File: src/rtl/pool2d_stream.sv
// rtl/pool2d_stream.sv - KxK max/average pooling over a CxHxW map with a valid/ready output stream (optional POOL_RELU_EN)
module pool2d_stream #(
    parameter int DATA_W = 32,
    parameter int CH     = 32,
    parameter int IN_H   = 14,
    parameter int IN_W   = 14,
    parameter int K      = 2,
    parameter int OUT_H  = IN_H / K,
    parameter int OUT_W  = IN_W / K,
    parameter int ADDR_W = $clog2(CH * IN_H * IN_W),
    localparam int CH_W  = (CH > 1) ? $clog2(CH) : 1,
    localparam int OH_W  = (OUT_H > 1) ? $clog2(OUT_H) : 1,
    localparam int OW_W  = (OUT_W > 1) ? $clog2(OUT_W) : 1
) (
    input  logic                     clk,
    input  logic                     reset,
    input  logic                     start,
    input  logic                     mode,
    output logic                     busy,
    output logic                     done,
    output logic                     rd_en,
    output logic [ADDR_W-1:0]        rd_addr,
    input  logic signed [DATA_W-1:0] rd_data,
    output logic                     out_valid,
    input  logic                     out_ready,
    output logic signed [DATA_W-1:0] out_data,
    output logic [CH_W-1:0]          out_ch,
    output logic [OH_W-1:0]          out_row,
    output logic [OW_W-1:0]          out_col
);

    localparam int LOG_K = (K == 4) ? 2 : 1;
    localparam int KK    = K * K;
    localparam int SUM_W = DATA_W + 2 * LOG_K;
    localparam int CNT_W = $clog2(KK + 1);

    typedef enum logic [1:0] {
        S_IDLE,
        S_FETCH,
        S_EMIT,
        S_FINISH
    } state_t;

    state_t                     state_q, state_d;
    logic                       mode_q, mode_d;
    logic [CH_W-1:0]            ch_q, ch_d;
    logic [OH_W-1:0]            row_q, row_d;
    logic [OW_W-1:0]            col_q, col_d;
    // rd_cnt_q runs 0..KK-1 while reading and sits at KK for the capture-only cycle
    logic [CNT_W-1:0]           rd_cnt_q, rd_cnt_d;
    logic                       acc_vld_q;
    logic                       acc_first_q;
    logic signed [SUM_W-1:0]    acc_q;
    logic signed [SUM_W-1:0]    acc_n;
    logic signed [SUM_W-1:0]    sample_ext;
    logic signed [DATA_W-1:0]   out_data_q, out_data_d;
    logic signed [DATA_W-1:0]   pool_res;
    logic signed [DATA_W-1:0]   final_res;
    logic [LOG_K-1:0]           win_dx;
    logic [CNT_W-LOG_K-1:0]     win_dy;
    logic                       last_beat;

    assign busy      = (state_q != S_IDLE);
    assign done      = (state_q == S_FINISH);
    assign out_valid = (state_q == S_EMIT);
    assign rd_en     = (state_q == S_FETCH) && (rd_cnt_q < CNT_W'(KK));
    assign out_data  = out_data_q;
    assign out_ch    = ch_q;
    assign out_row   = row_q;
    assign out_col   = col_q;

    // Window offset: dx is the low log2(K) bits of the read count, dy the rest
    assign win_dx = rd_cnt_q[LOG_K-1:0];
    assign win_dy = rd_cnt_q[CNT_W-1:LOG_K];

    // Flat buffer address of the current window element
    always_comb begin
        rd_addr = ADDR_W'(ch_q) * ADDR_W'(IN_H * IN_W)
                + (ADDR_W'(row_q) * ADDR_W'(K) + ADDR_W'(win_dy)) * ADDR_W'(IN_W)
                + ADDR_W'(col_q) * ADDR_W'(K) + ADDR_W'(win_dx);
    end

    // Fold the datum returned this cycle into the running max or sum
    always_comb begin
        sample_ext = {{(2 * LOG_K){rd_data[DATA_W-1]}}, rd_data};
        acc_n      = acc_q;
        if (acc_vld_q) begin
            if (acc_first_q) begin
                acc_n = sample_ext;
            end else if (mode_q) begin
                acc_n = acc_q + sample_ext;
            end else if (sample_ext > acc_q) begin
                acc_n = sample_ext;
            end
        end
    end

    // Average drops the low 2*log2(K) bits (floor toward -inf); max keeps the low DATA_W bits
    always_comb begin
        pool_res = mode_q ? acc_n[SUM_W-1:2*LOG_K] : acc_n[DATA_W-1:0];
`ifdef POOL_RELU_EN
        final_res = pool_res[DATA_W-1] ? '0 : pool_res;
`else
        final_res = pool_res;
`endif
    end

    assign last_beat = (ch_q == CH_W'(CH - 1)) && (row_q == OH_W'(OUT_H - 1))
                    && (col_q == OW_W'(OUT_W - 1));

    // Next-state and counter update for the pass sequencer
    always_comb begin
        state_d    = state_q;
        mode_d     = mode_q;
        ch_d       = ch_q;
        row_d      = row_q;
        col_d      = col_q;
        rd_cnt_d   = rd_cnt_q;
        out_data_d = out_data_q;
        unique case (state_q)
            S_IDLE: begin
                if (start) begin
                    mode_d   = mode;
                    rd_cnt_d = '0;
                    state_d  = S_FETCH;
                end
            end
            S_FETCH: begin
                if (rd_cnt_q == CNT_W'(KK)) begin
                    out_data_d = final_res;
                    state_d    = S_EMIT;
                end else begin
                    rd_cnt_d = rd_cnt_q + CNT_W'(1);
                end
            end
            S_EMIT: begin
                if (out_ready) begin
                    rd_cnt_d = '0;
                    if (last_beat) begin
                        ch_d    = '0;
                        row_d   = '0;
                        col_d   = '0;
                        state_d = S_FINISH;
                    end else begin
                        state_d = S_FETCH;
                        if (col_q == OW_W'(OUT_W - 1)) begin
                            col_d = '0;
                            if (row_q == OH_W'(OUT_H - 1)) begin
                                row_d = '0;
                                ch_d  = ch_q + CH_W'(1);
                            end else begin
                                row_d = row_q + OH_W'(1);
                            end
                        end else begin
                            col_d = col_q + OW_W'(1);
                        end
                    end
                end
            end
            S_FINISH: begin
                state_d = S_IDLE;
            end
            default: begin
                state_d = S_IDLE;
            end
        endcase
    end

    // State, position counters and the pooled result register
    always_ff @(posedge clk or negedge reset) begin
        if (!reset) begin
            state_q    <= S_IDLE;
            mode_q     <= 1'b0;
            ch_q       <= '0;
            row_q      <= '0;
            col_q      <= '0;
            rd_cnt_q   <= '0;
            out_data_q <= '0;
        end else begin
            state_q    <= state_d;
            mode_q     <= mode_d;
            ch_q       <= ch_d;
            row_q      <= row_d;
            col_q      <= col_d;
            rd_cnt_q   <= rd_cnt_d;
            out_data_q <= out_data_d;
        end
    end

    // Track which cycle carries read data back and whether it seeds the window
    always_ff @(posedge clk or negedge reset) begin
        if (!reset) begin
            acc_vld_q   <= 1'b0;
            acc_first_q <= 1'b0;
            acc_q       <= '0;
        end else begin
            acc_vld_q   <= rd_en;
            acc_first_q <= rd_en && (rd_cnt_q == '0);
            acc_q       <= acc_n;
        end
    end

endmodule

File: config.mk
export PLATFORM = sky130hd
export DESIGN_NAME = pool2d_stream
export DESIGN_NICKNAME = d
export VERILOG_FILES = /design/src/rtl/pool2d_stream.sv
export SDC_FILE = /design/constraint.sdc
export NUM_CORES = 1
export LEC_CHECK = 0
export ABC_AREA = 0
export CAP_MARGIN = 30
export CORE_MARGIN = 2
export CORE_UTILIZATION = 52
export DETAILED_ROUTE_END_ITERATION = 8
export PLACE_DENSITY = 0.83
export SYNTH_ARGS = -nofsm -noshare
export SYNTH_HDL_FRONTEND = slang
export SYNTH_SLANG_ARGS = --single-unit
File: constraint.sdc
create_clock -name clk -period 5.31 [get_ports clk]
set_clock_uncertainty 0.15 [all_clocks]
set_input_delay 0.7965 -clock clk [delete_from_list [all_inputs] [get_ports clk]]
set_output_delay 0.7965 -clock clk [all_outputs]
set_load 0.01 [all_outputs]
==> results.cfg, run 1 <==
[floorplan]
die_h_um = 132.4
fp-row-count = 46
core_area_sq_um = 16000
start_util_pct = 53.57
dieArea_sq_um = 17520
die-width_um = 132.4
num_io_pins = 97

[yosys]
synth.distinct_cells = 66
synth_edf_count = 0
ys_seq_area_share_pct = 24.82
yosysWarnings = 0
synthFlopType = dfrtp_1
yosysTopAreaCell = dfrtp_1
synth_fp_nets = 1214
synthTopCellsByArea = dfrtp_1 (25%), ha_1 (15%), a21oi_1 (5.1%)
synthCells = 1065
synth_area_sq_um = 8571
synth_seq_cells = 85
async_flop_share_pct = 100.0
syn_area_per_cell_sq_um = 8.048
netlist.area_leader.share_pct = 24.82

[run]
max_cap_violations = 0

[placement]
io_buffers = 96
post-place-ws_ns = -0.1668
post-dp-hpwl_mm = 19.76
gp_congestion = 0.9818

[clock_tree]
htree_levels = 3
tritoncts = built
cts_hold_buf = 0
clockBufferDepth = 2
cts_root_buffer = clkbuf_16
clk-insertion-delay-late_ns = 0.36
clk_pin_slew_ns = 0.07
clock_sinks = 85
numCtsBuffers = 9

[sta]
slew_violations = 0
post-route-period-util_pct = 102.8
maxSlewHeadroom_pct = 38.45
setup_ws_ns = -0.1487
holdWs_ns = 0.1586
fmax_mhz = 183.2
period_needed_ns = 5.459
hold_viol_final = 0
setup_viol = 3
tns_ns = -0.3482
tightest_slew_ns = 0.9116
rsz0062_at_grt = yes

[power_and_ir_drop]
power.leakage_nw = 4.734
vdd_drop_max_mv = 0.5544
fin_total_pwr_mw = 6.836
power_density_nw_per_um2 = 655.7

[route]
drtPass1Iterations = 8
via_per_inst = 6.312
ant_nets = 0
drtIter0Drc = 978
wl_per_cell_um = 20.81
wirelength_mm = 28.85
vias = 8749
drc = 0

[finish]
ff_latch_area_sq_um = 2127
mostFrequentLayoutCells = inv_1 (96), ha_1 (96), nor2_1 (93)
fin_nets = 1315
diodes = 0
multiInputGateArea_sq_um = 6043
fillCellCount = 1333
area_delta_synth_final_pct = 21.65
layout-drive-gt1-share_pct = 10.00
utilization_pct = 65.16

[worst_setup_path]
arrival_ns = 4.51
startpoint_type = register
worstSetupStartpoint = rd_cnt_q[2]
worstPathRequired_ns = 4.36
critPathSlowestCell = fa_2
reg2reg_to = out_data[29]
endpoint = rd_addr[10]
critPathKind = reg -> out
rr_startpoint = acc_q[8]
critical_path.most_common_cell = ha_4
crit_chain = ha_2 > ha_4 > inv_2 > fa_1 > inv_2 > ha_4 > inv_4 > fa_2 > inv_2 > ha_4 > ha_4 > a21oi_4 > o21ai_2 > a21oi_2 > o21bai_4 > a21o_1 > a21o_1 > xor2_1 > buf_2
cp-end-kind = primary output
cp_slowest_stage_delay_ns = 0.60
rr_worst_depth = 10
cp_max_fo = 3
r2r_setup_slack_ns = 1.38

[grt]
gr-usage-all-layers_pct = 31.67
grtUsageMet1_pct = 40.41
globalRouteOverflowTotal = 0
grt_max_degree = 66
grt_use_met2_pct = 50.72
grt_pass1_vias = 8537
gr-usage-met3_pct = 7.190
antenna_found_initial = 0
grt_pass1_wl_mm = 44.33
busiest_layer = met2

[min_path]
hold_class = in -> async

[status]
violations = negative setup slack
status = complete, but fails checks
flip-flops by register name, indices dropped and copies added, names as in the netlist:
register and cells:
acc_first_q 1, acc_q 34, acc_vld_q 1, mode_q 1
out_ch 5, out_col 3, out_data 32, out_row 3
rd_cnt_q 3, state_q 2
worst max-delay path: cells and delay by family (launching register included):
| kind | cells | cell delay (ns) |
|---|---|---|
| buffers and inverters | 5 | 0.38 |
| AO/OA/AOI/OAI | 6 | 1.04 |
| XOR/XNOR | 1 | 0.18 |
| flip-flops | 1 | 0.40 |
| adder cells (fa/ha/maj) | 7 | 2.16 |
per-layer routing:
layer | up-vias | share of wire, %
met1 | 4211 | 41
met5 | - | 0
li1 | 4019 | -
met3 | 89 | 8.1
met2 | 430 | 46
met4 | 0 | 4.8
synthesized netlist by cell type (all sizes together) (13+ instances only):
library cell	instances
a21o	19
xor2	14
nor2	93
o211ai	13
mux2i	18
a31oi	13
buf	14
a221o	13
nand4	14
xnor2	36
o31ai	15
clkbuf	32
a21oi	88
nand2	82
nor2b	15
nand2b	20
dfrtp	85
inv	105
o21ai	84
nor3	15
ha	105
per-stage QoR:
| step | std cells | cell area (sq um) |
|---|---|---|
| 5_1_grt | 1386 | 10430 |
| 2_1_floorplan | 1065 | 8571 |
| 3_3_place_gp | 1366 | 9888 |
| 3_5_place_dp | 1366 | 9888 |
| 6_report | 1386 | 10430 |
| 4_1_cts | 1386 | 10330 |
report_power, final:
| part | switching, mW | internal, mW |
|---|---|---|
| logic | 2.86 | 2.03 |
| registers | 0.244 | 0.950 |
| clock network | 0.290 | 0.458 |
| total | 3.39 | 3.44 |
how the worst min path moves through the flow:
stage / start / to / slack [ns] / cells after the start
CTS: reset / out_data[8] / 0.16 / 1
finish: reset / out_data[8] / 0.16 / 1
global placement: out_data[23] / out_data[23] / 0.30 / 2
floorplan: reset / acc_first_q / 0.35 / 0
global route: reset / out_data[8] / 0.18 / 1
detailed placement: out_data[12] / out_data[12] / 0.32 / 2
cell type report:
class                   instances  share of cell area (%)
multi-input cells             829                   57.96
clock buffers                   9                   2.160
well taps                     216                   2.592
clock inverters                 6                   1.080
inverters                     105                   3.804
repair buffers                136                   12.00
flip-flops and latches         85                   20.40
kinds of logic (layout without fill, tap and decap cells):
kind of cell,Yosys count,after routing,share of synthesized area (%)
fa+ha+maj,112,112,16.96
flops,85,85,24.82
mux,29,29,3.547
buf+inv,151,256,6.861
xor+xnor,50,50,5.109
compound gates,344,344,26.54
simple gates,294,294,16.16
timing repair:
| item | 4_1_cts | 5_1_grt |
|---|---|---|
| resized for setup | 34 | 23 |
| buffers inserted | 5 | 1 |
| hold endpoints to repair | 0 | 0 |
| setup endpoints to repair | 6 | 6 |
| pin swaps | 9 | 14 |
(Power assumes the default switching activity.)
==> inputs of run 2 (changes only) <==
Settings changed: CAP_MARGIN 30 to unset.
==> results of run 2 <==
The final DEF is identical to that of run 1; final timing and power are the same.
